### config.mk
export PLATFORM = sky130hd
export DESIGN_NAME = multi_channel_pwm
export DESIGN_NICKNAME = d
export VERILOG_FILES = /design/src/rtl/multi_channel_pwm.sv
export SDC_FILE = /design/constraint.sdc
export NUM_CORES = 1
export LEC_CHECK = 0
export CAP_MARGIN = 10
export CORE_MARGIN = 2
export CORE_UTILIZATION = 45
export CTS_CLUSTER_DIAMETER = 120
export DETAILED_ROUTE_END_ITERATION = 7
export PLACE_DENSITY = 0.66
export SETUP_SLACK_MARGIN = 0.2
export SLEW_MARGIN = 20
export SYNTH_ARGS = -nofsm -noshare
export SYNTH_HDL_FRONTEND = slang
export SYNTH_SLANG_ARGS = --single-unit
### constraint.sdc
create_clock -name clock -period 2.3 [get_ports clock]
set_input_delay 0.69 -clock clock [delete_from_list [all_inputs] [get_ports clock]]
set_output_delay 0.69 -clock clock [all_outputs]
set_load 0.03 [all_outputs]
### src/rtl/multi_channel_pwm.sv
// -----------------------------------------------------------------------------
// multi_channel_pwm
//
// Purpose:
//   CHANNELS independent PWM outputs driven from one shared period counter.
//   Period and duty values are written into shadow registers by a one-cycle
//   load strobe. They are copied into the active registers only when the
//   counter wraps, so a change never produces a glitch or a runt pulse.
//
// Configuration macro:
//   PWM_CENTER_ALIGNED_EN - when defined, the counter runs up and then down
//                           (centre-aligned PWM) and a direction register is
//                           added. When undefined, the counter is an
//                           edge-aligned up-counter.
//
// Parameters:
//   CHANNELS        number of PWM outputs (1..16)
//   WIDTH           width of period, duty and counter (2..16)
//   DEFAULT_PERIOD  active period loaded at reset
//
// Ports:
//   clock           system clock; all logic is on the rising edge
//   reset           synchronous, active-high reset
//   period          counter maximum for the next update (period+1 cycles)
//   duty            per-channel high time; channel i uses [i*WIDTH +: WIDTH]
//   load            strobe that captures period/duty into the shadow registers
//   update_pending  high while shadow values wait for a period boundary
//   period_start    one-cycle strobe on the first cycle of each period
//   pulse           registered PWM outputs
// -----------------------------------------------------------------------------
module multi_channel_pwm #(
  parameter int CHANNELS       = 4,
  parameter int WIDTH          = 8,
  parameter int DEFAULT_PERIOD = 255
) (
  input  logic                      clock,
  input  logic                      reset,
  input  logic [WIDTH-1:0]          period,
  input  logic [CHANNELS*WIDTH-1:0] duty,
  input  logic                      load,
  output logic                      update_pending,
  output logic                      period_start,
  output logic [CHANNELS-1:0]       pulse
);

  localparam logic [WIDTH-1:0] P_DEFAULT = WIDTH'(DEFAULT_PERIOD);

  logic [WIDTH-1:0]    r_count;
  logic [WIDTH-1:0]    r_active_period;
  logic [WIDTH-1:0]    r_shadow_period;
  logic [WIDTH-1:0]    r_active_duty [CHANNELS];
  logic [WIDTH-1:0]    r_shadow_duty [CHANNELS];
  logic                r_update_pending;
  logic                r_period_start;
  logic [CHANNELS-1:0] r_pulse;

  logic [WIDTH-1:0]    w_count_next;
  logic                w_wrap;

`ifdef PWM_CENTER_ALIGNED_EN
  logic r_dir_down;
  logic w_dir_down_next;

  // Up 0..active_period, then down active_period-1..1, then back to 0.
  // The wrap is the cycle whose successor is count 0, so new values take
  // effect exactly when the next period starts at count 0.
  // NOTE: every signal written in always_comb gets a default first so that no
  // path can leave it unassigned and infer a latch.
  always_comb begin
    w_count_next    = '0;
    w_dir_down_next = r_dir_down;
    if (!r_dir_down) begin
      if (r_count < r_active_period) begin
        w_count_next = r_count + WIDTH'(1);
      end else if (r_active_period > WIDTH'(1)) begin
        w_count_next    = r_active_period - WIDTH'(1);
        w_dir_down_next = 1'b1;
      end else begin
        // active_period of 0 holds at 0; active_period of 1 gives 0,1,0,1.
        w_count_next    = '0;
        w_dir_down_next = 1'b0;
      end
    end else begin
      if (r_count > WIDTH'(1)) begin
        w_count_next = r_count - WIDTH'(1);
      end else begin
        w_count_next    = '0;
        w_dir_down_next = 1'b0;
      end
    end
    w_wrap = (w_count_next == '0);
  end

  always_ff @(posedge clock) begin
    if (reset) begin
      r_dir_down <= 1'b0;
    end else begin
      r_dir_down <= w_dir_down_next;
    end
  end
`else
  always_comb begin
    w_wrap       = (r_count == r_active_period);
    w_count_next = w_wrap ? '0 : r_count + WIDTH'(1);
  end
`endif

  // NOTE: sequential state uses non-blocking assignments only, so every
  // register samples the values from before the clock edge.
  always_ff @(posedge clock) begin
    if (reset) begin
      r_count          <= '0;
      r_active_period  <= P_DEFAULT;
      r_shadow_period  <= P_DEFAULT;
      r_update_pending <= 1'b0;
      r_period_start   <= 1'b0;
      r_pulse          <= '0;
      // NOTE: the duty arrays are real state with defined reset values (zero
      // duty means outputs low), so they are reset here rather than left as
      // uninitialised storage.
      for (int i = 0; i < CHANNELS; i++) begin
        r_active_duty[i] <= '0;
        r_shadow_duty[i] <= '0;
      end
    end else begin
      r_count        <= w_count_next;
      r_period_start <= (r_count == '0);
      for (int i = 0; i < CHANNELS; i++) begin
        r_pulse[i] <= (r_count < r_active_duty[i]);
      end

      if (load && w_wrap) begin
        // A load on the boundary bypasses the shadow wait entirely.
        r_active_period  <= period;
        r_shadow_period  <= period;
        r_update_pending <= 1'b0;
        for (int i = 0; i < CHANNELS; i++) begin
          r_active_duty[i] <= duty[i*WIDTH +: WIDTH];
          r_shadow_duty[i] <= duty[i*WIDTH +: WIDTH];
        end
      end else if (load) begin
        // Later loads overwrite earlier ones; only the last one is applied.
        r_shadow_period  <= period;
        r_update_pending <= 1'b1;
        for (int i = 0; i < CHANNELS; i++) begin
          r_shadow_duty[i] <= duty[i*WIDTH +: WIDTH];
        end
      end else if (w_wrap && r_update_pending) begin
        r_active_period  <= r_shadow_period;
        r_update_pending <= 1'b0;
        for (int i = 0; i < CHANNELS; i++) begin
          r_active_duty[i] <= r_shadow_duty[i];
        end
      end
    end
  end

  assign update_pending = r_update_pending;
  assign period_start   = r_period_start;
  assign pulse          = r_pulse;

endmodule

==> metrics.cfg <==
[detailed_routing]
ant_nets=0
vias=3114
drt_iter0_drc=97
wl_per_cell_um=14.4
drc=0
first_pass_iters=4
wl_mm=8.90
vias_per_cell=5.06

[worst_setup_path]
crit_chain=clkdlybuf4s50_1
critPathSlowestCell=clkdlybuf4s50_1
critPathMaxStageDelay_ps=660
critical_path_class=flop to primary output
critical_path_buf_inv_count=1
rrSetupSlack_ps=440
cp_max_fo=1
end_kind=primary output
start_kind=flop
cp.arrival_ps=1340
r2r_cells=5
timing.rr.start=r_active_period[5]
worstPathRequired_ps=1610
path_delay_family=buffers and inverters
regToRegEndpoint=r_active_duty[2][2]

[global_route]
antenna_found_initial=0
grt_usage_pct=17.2
grt_pass1_wl_mm=14.7
grt_max_degree=33
grt_pass1_vias=3134
grt_overflow=0

[clock_network]
clk_pin_slew_worst_paths_ps=90
cts.sinks=94
cts_setup_buffers=0
cts_tree=built
clkLatencyLatePin_ps=360
cts_root_buf=clkbuf_8
cts_buffers=9
post_cts_resized=1
clock_path_buffers=2
htree_num_levels=3
postCtsHoldBufs=0

[logic_synthesis]
yosysWarnings=0
ys_ff_latch=94
synth-main-ff-cell=edfxtp_1
yosysMostFrequentCell=edfxtp_1
synth_cell_types=33
syn_inst=411
syn_area_per_cell_um2=11.1
synth_top_area_share_pct=42.1
synthTopCellsByCount=64 x edfxtp_1, 58 x nor2_1, 32 x and2_1
synth_area_leader_cell=edfxtp_1
ys_seq_area_share_pct=55.2
syn_area_um2=4570
synth_edf_count=64
synthTopCellsByArea=edfxtp_1 42%, dfxtp_1 13%, ha_1 8.2%, nor2_1 4.8%, and2_1 4.4%
ys_async_sr_fraction_pct=0
syn_nets=484

[worst_hold_path]
whs_endpoint=r_shadow_period[1]
hp-class=flop to flop
hold_depth=2
hold_start=r_shadow_period[1]

[power]
ir_drop_mv=0.319
cellLeakagePower_nw=2.24
powerDensity_nw_per_um2=623

[finish]
n_fill_cell=880
drive_above_1_share_pct=12.2
fin_area_um2=5560
finalNetCount=551
area_growth_pct=21.7
antenna_cells=0

[job]
maxCapViolations=0

[floorplan]
die_area_um2=11000
die_w_um=105
std_cell_rows=36
io_pins=49
core_area_um2=9820
die_h_um=105
initial_core_util_pct=46.5

[outcome]
status=finished clean

[placed_design]
dp_hpwl_mm=6.49
gp_congestion=0.770
place_area_um2=5340
io_buffers=48

[timing]
fin_crit_sh_pct=88.1
hold_violations=0
drv_slew=0
rsz0062_at_grt=false
skew_ps=13.4
fin_hold_ws_ps=504
max_slew_margin_pct=66.9
layout_min_cycle_time_ps=2030
tightest_slew_ps=494
fmax_ghz=0.493
setup_viol=0

registers in the layout, indices dropped and copies added, names as in the netlist:
name / count
r_shadow_duty: 32
r_count: 8
pulse: 4
r_active_period: 8
update_pending: 1
r_shadow_period: 8
r_active_duty: 32
period_start: 1
through the flow:
stage          utilization [%]  std cells  setup TNS, ps  total power [W]  worst slack [ps]
2_1_floorplan                -        411              0          0.00215               262
3_3_place_gp              54.4        600           -300          0.00231             -38.5
3_5_place_dp              54.4        600           -478          0.00232             -58.6
4_1_cts                   56.6        616              0          0.00349               254
5_1_grt                   56.6        616              0          0.00361               219
6_report                  56.6        616              0          0.00346               273
cell families (layout without fill, tap and decap cells):
family	after synthesis	in the layout	share of synthesized area (%)
DFF	94	94	55.2
adders and majority gates	30	30	8.22
xor gates and xnor gates	14	14	2.68
buffers and inverters	52	124	4.82
and+or+nand+nor	125	125	14.9
AOI/OAI and AO/OA	96	96	14.1
layout by cell type (no fill, tap or decap), types with 3 or more instances in the layout:
cell / instances
edfxtp_1: 64
nor2_1: 58
clkdlybuf4s50_1: 47
and2_1: 32
inv_1: 31
ha_1: 30
dfxtp_1: 30
buf_4: 27
o21bai_1: 26
a21oi_1: 24
a21o_1: 16
a22oi_1: 12
xor2_1: 10
nor2_4: 9
clkbuf_8: 9
a31oi_1: 8
nand3_1: 7
nand2b_1: 5
a211o_1: 5
xnor2_1: 4
o21ai_1: 4
nand2_1: 3
area by class of cell:
class / instances / area, um^2 / area share (%)
Clock buffer: 10 / 128 / 2.30
Clock inverter: 6 / 87.6 / 1.58
Inverter: 32 / 120 / 2.16
Multi-Input combinational cell: 265 / 1830 / 33.0
Sequential cell: 94 / 2520 / 45.4
Tap cell: 133 / 166 / 2.99
Timing Repair Buffer: 76 / 702 / 12.6
metal layers:
| layer | global-route usage (%) | vias to the layer above | share of wire [%] |
|---|---|---|---|
| met1 | 20.7 | 1500 | 45 |
| met5 | 0 | - | 0 |
| met3 | 3.99 | 8 | 3.5 |
| met2 | 30.6 | 45 | 51 |
| li1 | - | 1561 | - |
| met4 | 4.95 | 0 | 0.94 |
worst max path at each step:
| stage | from | endpoint | cells after the start |
|---|---|---|---|
| global route | pulse[2] | pulse[2] | 1 |
| finish | pulse[2] | pulse[2] | 1 |
| global placement | load | r_active_duty[3][1] | 4 |
| floorplan | load | r_active_duty[0][0] | 4 |
| detailed placement | load | r_active_duty[2][6] | 4 |
| CTS | pulse[0] | pulse[0] | 1 |
power breakdown:
part           switching, W  internal, W
clock              0.000574     0.000611
sequential        0.0000287      0.00189
combinational      0.000180     0.000180
total              0.000783      0.00268
Note: power is estimated with default switching activity, not from simulation.
